File: config.mk
export PLATFORM = sky130hd
export DESIGN_NAME = if_fetch_stage
export DESIGN_NICKNAME = d
export VERILOG_FILES = /design/src/rtl/mips_pkg.sv /design/src/rtl/fetch_addr_check.sv /design/src/rtl/if_fetch_stage.sv
export SDC_FILE = /design/constraint.sdc
export NUM_CORES = 1
export LEC_CHECK = 0
export ABC_AREA = 1
export BUFFER_PORTS_ARGS = -buffer_cell sky130_fd_sc_hd__clkbuf_2
export CORE_UTILIZATION = 54
export CTS_BUF_LIST = sky130_fd_sc_hd__clkbuf_8
export CTS_CLUSTER_DIAMETER = 50
export DETAILED_ROUTE_END_ITERATION = 10
export PLACE_DENSITY = 0.86
export SETUP_SLACK_MARGIN = 0.3
export SLEW_MARGIN = 25
export SYNTH_ARGS = -nofsm -noshare
export SYNTH_HDL_FRONTEND = slang
export SYNTH_HIERARCHICAL = 1
export SYNTH_SLANG_ARGS = --single-unit
File: constraint.sdc
create_clock -name clk -period 2.3 [get_ports clk]
set_input_delay 0.115 -clock clk [delete_from_list [all_inputs] [get_ports clk]]
set_output_delay 0.115 -clock clk [all_outputs]
set_load 0.01 [all_outputs]
File: src/rtl/mips_pkg.sv
// ---------------------------------------------------------------------------
// mips_pkg
// Shared definitions for the pipelined MIPS core.
//   * Memory-map constants: text segment bounds and exception handler entry.
//   * Exception codes used by the front end (AdEL on fetch).
//   * The IF/ID pipeline-register bundle and its flushed (bubble) value.
// ---------------------------------------------------------------------------
package mips_pkg;

    localparam logic [31:0] TEXT_BASE  = 32'h0000_3000;
    localparam logic [31:0] HANDLER_PC = 32'h0000_4180;
    localparam logic [31:0] TEXT_LAST  = 32'h0000_44E0;

    localparam logic [4:0]  EXC_NONE   = 5'd0;
    localparam logic [4:0]  EXC_ADEL   = 5'd4;

    localparam logic [31:0] NOP        = 32'h0000_0000;

    // IF/ID pipeline register contents.
    typedef struct packed {
        logic [31:0] instr;
        logic [31:0] pc;
        logic [4:0]  exccode;
        logic        bd;
    } if_id_t;

    // Bubble: what IF/ID holds after reset and after any flush.
    localparam if_id_t IF_ID_BUBBLE = '{
        instr:   NOP,
        pc:      32'h0000_0000,
        exccode: EXC_NONE,
        bd:      1'b0
    };

endpackage : mips_pkg

File: src/rtl/fetch_addr_check.sv
// ---------------------------------------------------------------------------
// fetch_addr_check
// Combinational word-address legality check. An address faults when it is
// not word aligned or lies outside [ADDR_LO, ADDR_LAST] (inclusive). The
// fault is reported as AdEL; callers on the store path remap the code.
//
// Parameters:
//   ADDR_LO    lowest legal word address
//   ADDR_LAST  highest legal word address (inclusive)
// Ports:
//   addr     in  32  address under test
//   err      out 1   address is illegal
//   exccode  out 5   EXC_ADEL when err, else EXC_NONE
// ---------------------------------------------------------------------------
module fetch_addr_check
    import mips_pkg::*;
#(
    parameter logic [31:0] ADDR_LO   = 32'h0000_3000,
    parameter logic [31:0] ADDR_LAST = 32'h0000_44E0
) (
    input  logic [31:0] addr,
    output logic        err,
    output logic [4:0]  exccode
);

    logic misaligned;
    logic below_range;
    logic above_range;

    assign misaligned  = (addr[1:0] != 2'b00);
    assign below_range = (addr < ADDR_LO);
    assign above_range = (addr > ADDR_LAST);

    assign err     = misaligned | below_range | above_range;
    assign exccode = err ? EXC_ADEL : EXC_NONE;

endmodule : fetch_addr_check

File: src/rtl/if_fetch_stage.sv
// ---------------------------------------------------------------------------
// if_fetch_stage
// Instruction-fetch stage. Owns the PC, presents it to the combinational
// instruction memory and captures the returned word into IF/ID.
//
// Next-state priority (highest first):
//   reset > exc_req > stall > eret_req > redirect_valid > sequential (+4)
// exc_req overrides stall so an exception is never lost behind a hazard;
// stall drops redirect/eret because ID re-presents them next cycle.
//
// Ports:
//   clk, reset      clock, synchronous active-high reset
//   stall           hold PC and IF/ID
//   redirect_valid  taken branch / jump in ID, load redirect_pc
//   redirect_pc     branch/jump target
//   id_is_jump      ID holds a branch/jump: next capture is a delay slot
//   exc_req         exception taken downstream: go to HANDLER_PC, flush
//   eret_req        eret in ID: go to epc, flush (no delay slot)
//   epc             return address from CP0
//   pc              fetch address to instruction memory
//   instr_in        instruction word, combinational on pc
//   id_instr        IF/ID instruction (nop on fetch fault)
//   id_pc           IF/ID PC
//   id_pc8          id_pc + 8 (link value)
//   id_exccode      0 = none, 4 = AdEL on fetch
//   id_bd           IF/ID instruction sits in a branch delay slot
// ---------------------------------------------------------------------------
module if_fetch_stage
    import mips_pkg::*;
#(
    parameter logic [31:0] TEXT_BASE  = mips_pkg::TEXT_BASE,
    parameter logic [31:0] HANDLER_PC = mips_pkg::HANDLER_PC,
    parameter logic [31:0] TEXT_LAST  = mips_pkg::TEXT_LAST
) (
    input  logic        clk,
    input  logic        reset,
    input  logic        stall,
    input  logic        redirect_valid,
    input  logic [31:0] redirect_pc,
    input  logic        id_is_jump,
    input  logic        exc_req,
    input  logic        eret_req,
    input  logic [31:0] epc,
    output logic [31:0] pc,
    input  logic [31:0] instr_in,
    output logic [31:0] id_instr,
    output logic [31:0] id_pc,
    output logic [31:0] id_pc8,
    output logic [4:0]  id_exccode,
    output logic        id_bd
);

    logic [31:0] pc_reg;
    logic [31:0] pc_next;
    if_id_t      if_id_reg;
    if_id_t      if_id_next;

    logic        fetch_err;
    logic [4:0]  fetch_exccode;
    if_id_t      capture;

    // -----------------------------------------------------------------------
    // Fetch address check on the current PC. Out-of-range or misaligned PCs
    // are never blocked; they simply turn into an AdEL-tagged nop in ID.
    // -----------------------------------------------------------------------
    fetch_addr_check #(
        .ADDR_LO   (TEXT_BASE),
        .ADDR_LAST (TEXT_LAST)
    ) u_fetch_addr_check (
        .addr    (pc_reg),
        .err     (fetch_err),
        .exccode (fetch_exccode)
    );

    // What IF/ID would take if this cycle performs a normal capture.
    always_comb begin
        capture         = IF_ID_BUBBLE;
        capture.instr   = fetch_err ? NOP : instr_in;
        capture.pc      = pc_reg;
        capture.exccode = fetch_exccode;
        capture.bd      = id_is_jump;
    end

    // -----------------------------------------------------------------------
    // Next PC / IF/ID selection. Reset is applied in the register process so
    // it overrides every case here on the same edge.
    // -----------------------------------------------------------------------
    always_comb begin
        pc_next    = pc_reg;
        if_id_next = if_id_reg;

        if (exc_req) begin
            pc_next    = HANDLER_PC;
            if_id_next = IF_ID_BUBBLE;
        end else if (stall) begin
            pc_next    = pc_reg;
            if_id_next = if_id_reg;
        end else if (eret_req) begin
            pc_next    = epc;
            if_id_next = IF_ID_BUBBLE;
        end else if (redirect_valid) begin
            // The word being fetched now is the delay slot: keep it.
            pc_next    = redirect_pc;
            if_id_next = capture;
        end else begin
            pc_next    = pc_reg + 32'd4;
            if_id_next = capture;
        end
    end

    always_ff @(posedge clk) begin
        if (reset) begin
            pc_reg    <= TEXT_BASE;
            if_id_reg <= IF_ID_BUBBLE;
        end else begin
            pc_reg    <= pc_next;
            if_id_reg <= if_id_next;
        end
    end

    assign pc         = pc_reg;
    assign id_instr   = if_id_reg.instr;
    assign id_pc      = if_id_reg.pc;
    assign id_pc8     = if_id_reg.pc + 32'd8;
    assign id_exccode = if_id_reg.exccode;
    assign id_bd      = if_id_reg.bd;

endmodule : if_fetch_stage

After elaboration in Yosys (flattened, before gate mapping)
Cells that the tools add are included.

word-level totals
  bits of input ports = 103
  memories kept = 0
  latch bits = 0
  flip-flop bits (word level) = 102
  RAM bits = 0
  ROM bits = 0
  logic and storage cells = 22

operators by class
  reductions and logical operators = 2
  order comparisons = 2
  multiplexer cells = 7
  bitwise logic cells = 2
  equal/unequal tests = 1
  shift operators = 0
  div/mod/pow operators = 0
  $mul = 0
  add/sub/neg operators = 2

operators with widths
  cell                                                                             number
  32-bit 2-to-1 mux                                                                3
  70-bit 2-to-1 mux                                                                1
  32-bit by 3-bit adder with 32-bit output (second input constant)                 1
  32-bit by 4-bit adder with 32-bit output (second input constant)                 1
  32-bit by 15-bit > comparator with 1-bit output (second input constant)          1
  32-bit by 14-bit less-than comparator with 1-bit output (second input constant)  1
  15-bit 2-to-1 mux                                                                2
  3-bit 2-to-1 mux                                                                 1
  2-bit by 1-bit inequality test with 1-bit output (second input constant)         1
  1-bit OR                                                                         2
  2-bit nonzero test                                                               1
  2-bit OR reduction                                                               1

Logic depth before layout (Yosys ltp)
  depth after elaboration = 5
  depth in mapped cells = 12
  depth with buffers taken out = 11

Cells and area by module
The synthesis kept the hierarchy.

by module, submodules not included
  module            cells an instance  area an instance (um^2)  sequential area each (um^2)  times used
  if_fetch_stage    831                5542.8                   2042.0                       1
  fetch_addr_check  58                 256.5                    0.0                          1

Worst setup path before layout
OpenSTA, ideal clock, no wires.

  path type = register to register
  start = reg pc_reg[2], in the netlist pc[2]
  end = reg pc_reg[12], in the netlist pc[12]
  stages on the path, launching flop included = 9
  setup slack = 0.663 ns
  arrival time = 1.512 ns
  required time = 2.175 ns
  path buffers = 0
  cells stage by stage = dfxtp_1 -> ha_1 -> nand2_2 -> nor2_4 -> nand2_4 -> o21ai_0 -> nand2_1 -> o21ai_0 -> nand3_1

on the way
  cells in the longest elaborated chain, start to end = 5

RTL lines
  item                                      RTL line               source
  start: declaration                        if_fetch_stage.sv:53   logic [31:0] pc_reg;
  start signal: assignment                  if_fetch_stage.sv:116  pc_reg <= pc_next;
  32-bit by 3-bit adder with 32-bit output  if_fetch_stage.sv:106  pc_next = pc_reg + 32'd4;
  32-bit 2-to-1 mux                         if_fetch_stage.sv:101  end else if (redirect_valid) begin
  32-bit 2-to-1 mux                         if_fetch_stage.sv:98   end else if (eret_req) begin
  15-bit 2-to-1 mux                         if_fetch_stage.sv:95   end else if (stall) begin
  15-bit 2-to-1 mux                         if_fetch_stage.sv:92   if (exc_req) begin

No other way between the ends. The select of a mux whose other input is x is not followed.
A chain may end at the register's enable or synchronous reset.

Final worst setup path
  start = reg if_id_reg (netlist bit id_pc[4])
  end = out id_pc8[17]

on the way
  cells in the longest elaborated chain, start to end = 1

RTL lines
  item                                      RTL line               source
  start: declaration                        if_fetch_stage.sv:55   if_id_t if_id_reg;
  start signal: assignment                  if_fetch_stage.sv:117  if_id_reg <= if_id_next;
  32-bit by 4-bit adder with 32-bit output  if_fetch_stage.sv:124  assign id_pc8 = if_id_reg.pc + 32'd8;
  end: declaration                          if_fetch_stage.sv:48   output logic [31:0] id_pc8,

No other way between the ends.

==> impl_metrics.env <==
export IMPL_initial_core_util_pct=55.9
export IMPL_p_total_mw=3.62
export IMPL_synthCells=889
export IMPL_finalClockSkew_ps=15.8
export IMPL_grt_pass1_vias=6606
export IMPL_yosysWarnings=6
export IMPL_critPathMaxFanout=4
export IMPL_numClockSinks=102
export IMPL_port_buffers=236
export IMPL_final_hold_violation_count=0
export IMPL_rows=37
export IMPL_synth_seq_cells=102
export IMPL_cap_violations=0
export IMPL_comb_power_share_pct=15.7
export IMPL_dieHeight_um=106
export IMPL_synth_top_cell_by_area="dfxtp_1"
export IMPL_drc=0
export IMPL_async_reset_ff_share_pct=0
export IMPL_powerDensity_nw_per_um2=458
export IMPL_cts_root_buf="clkbuf_8"
export IMPL_cp_startpoint="id_pc[4]"
export IMPL_layout_common_cells="306 x nand2_1, 233 x clkbuf_2, 103 x a21oi_1"
export IMPL_cts_tree="yes"
export IMPL_seq_area_frac_synth_pct=35.2
export IMPL_viasPerCell=5.54
export IMPL_synth_area_um2=5800
export IMPL_cts_buffer_depth=2
export IMPL_clk_latency_ps=370
export IMPL_crit_end="id_pc8[17]"
export IMPL_n_antenna_cell=0
export IMPL_chipWidth_um=106
export IMPL_vias=7202
export IMPL_r2r_start="pc[27]"
export IMPL_max_freq_mhz=515
export IMPL_ys_types=37
export IMPL_place_congestion=0.981
export IMPL_crit_path_end_kind="output port"
export IMPL_cts_inserted_buffers=9
export IMPL_synth_ff_type="dfxtp_1"
export IMPL_rsz0062_at_grt="yes"
export IMPL_dpl_hpwl_mm=14.1
export IMPL_fill_cells=855
export IMPL_reg2reg_to="id_instr[0]"
export IMPL_start_kind="flip-flop"
export IMPL_antenna_left=0
export IMPL_finalSetupViolCount=0
export IMPL_antenna_found_initial=0
export IMPL_coreArea_um2=10400
export IMPL_pwr_share_clk_pct=33.0
export IMPL_worstHoldPathCells=3
export IMPL_wl_per_cell_um=15.7
export IMPL_ios=237
export IMPL_clkTransAtPathRegs_ps=110
export IMPL_crit_required_ps=2180
export IMPL_p_leak_nw=3.40
export IMPL_critPathArrivalTime_ps=1830
export IMPL_fp_dieArea_um2=11200
export IMPL_status="finished clean"
export IMPL_fin_nets=1264
export IMPL_switching_share_pct=29.4
export IMPL_synth_edf_count=0
export IMPL_layout_drive_gt1_share_pct=31.5
export IMPL_reg2reg_slack_ps=440
export IMPL_maxSlewViolCount=0
export IMPL_syn_area_per_cell_um2=6.52
export IMPL_firstDrtPassIters=5
export IMPL_worstRegToRegCells=10
export IMPL_finalCritPeriodShare_pct=84.5
export IMPL_power_switching_mw=1.07
export IMPL_internal_power_mw=2.56
export IMPL_crit_type="reg2out"
export IMPL_min_period_ps=1940
export IMPL_layout_commonest_cell="nand2_1"
export IMPL_peakVddDrop_mv=0.311
export IMPL_first_iter_violations=602
export IMPL_synth_area_leaders="dfxtp_1 35%, nand2_1 20%, a21oi_1 8.9%, nor2_1 5.0%, nand3_1 3.2%"
export IMPL_area_growth_pct=36.4
export IMPL_finalWirelength_mm=20.4
export IMPL_grt_pass1_wl_mm=31.6
export IMPL_final_setup_tns_ps=0
export IMPL_overflow=0
export IMPL_htree_num_levels=3
export IMPL_grt_max_degree=52
export IMPL_grt_usage_pct=35.4
export IMPL_hp_class="in2reg"
export IMPL_yosysTopAreaCellShare_pct=35.2
export IMPL_seqPwrFrac_pct=51.2
Yosys cell counts, types with 10 or more instances:
cell type    n
nand2_1    312
xnor2_1     14
xor2_1      20
clkbuf_1    23
nor2_1      78
nor3_1      13
a21oi_1    103
buf_2       16
nor2_2      12
dfxtp_1    102
a221oi_1    20
o21ai_0     27
nand4_1     10
nand3_1     37
inv_1       45
layout make-up:
cell class / instances / area, um^2 / share of cell area, %
Clock buffer: 9 / 124 / 1.57
Inverter: 51 / 195 / 2.47
Sequential cell: 102 / 2090 / 26.4
Timing Repair Buffer: 304 / 1810 / 22.8
Clock inverter: 6 / 80.1 / 1.01
Multi-Input combinational cell: 691 / 3450 / 43.6
Tap cell: 136 / 170 / 2.15
how the worst min path moves through the flow:
stage / start / end / slack [ps]
2_1_floorplan: reset / pc[14] / 180
3_3_place_gp: instr_in[25] / id_instr[25] / 350
3_5_place_dp: reset / pc[7] / 350
4_1_cts: redirect_pc[4] / pc[4] / 10
5_1_grt: epc[4] / pc[4] / 50
6_report: redirect_pc[4] / pc[4] / 10
metal layers:
metal  global-route usage (%)  vias up  share of wire [%]
met5                        0        -                  0
met4                     16.5        0                3.6
met3                     4.82       76                7.9
met2                     61.1      384                 49
met1                     43.6     3306                 40
li1                         -     3436                  -
critical path: stages, from the launching register on:
cell     delay (ps)
dfxtp_4         400
ha_4            170
nand3_4          80
nor2_4          120
nand2_2          80
nor3_2          200
buf_4           140
xor2_1          130
buf_2           150
stage by stage:
step / instance area (um^2) / setup WS [ps] / hold slack, ps / instances / util (%)
detailed placement: 7130 / 416 / 349 / 1240 / 68.7
floorplan: 5810 / 663 / 184 / 892 / -
CTS: 7800 / 301 / 11.2 / 1297 / 75.2
global placement: 7130 / 477 / 346 / 1240 / 68.7
global route: 7910 / 213 / 46.0 / 1299 / 76.3
finish: 7910 / 357 / 12.3 / 1299 / 76.3
what timing repair did:
action                                  4_1_cts  5_1_grt
endpoints found under the setup margin       11       41
hold endpoints to repair                     39        0
pin swaps                                     3        7
hold buffers                                 38        0
buffers inserted                              4        2
gates resized for setup                      21       37
power by group through the flow:
| stage | Sequential, mW | Combinational [mW] | Clock, mW |
|---|---|---|---|
| after global routing | 1.86 | 0.616 | 1.29 |
| after CTS | 1.86 | 0.550 | 1.20 |
| after detailed placement | 1.90 | 0.496 | 0 |
| after floorplan | 1.91 | 0.251 | 0 |
| after global placement | 1.90 | 0.495 | 0 |
| final | 1.85 | 0.570 | 1.20 |
kinds of logic after synthesis:
| family | synth area share (%) |
|---|---|
| and+or+nand+nor | 35.6 |
| xor gates and xnor gates | 5.13 |
| DFF | 35.2 |
| adders and majority gates | 0.431 |
| other | 0.0647 |
| buffers and inverters | 7.40 |
| AOI/OAI and AO/OA | 16.2 |
(Power assumes the default switching activity.)
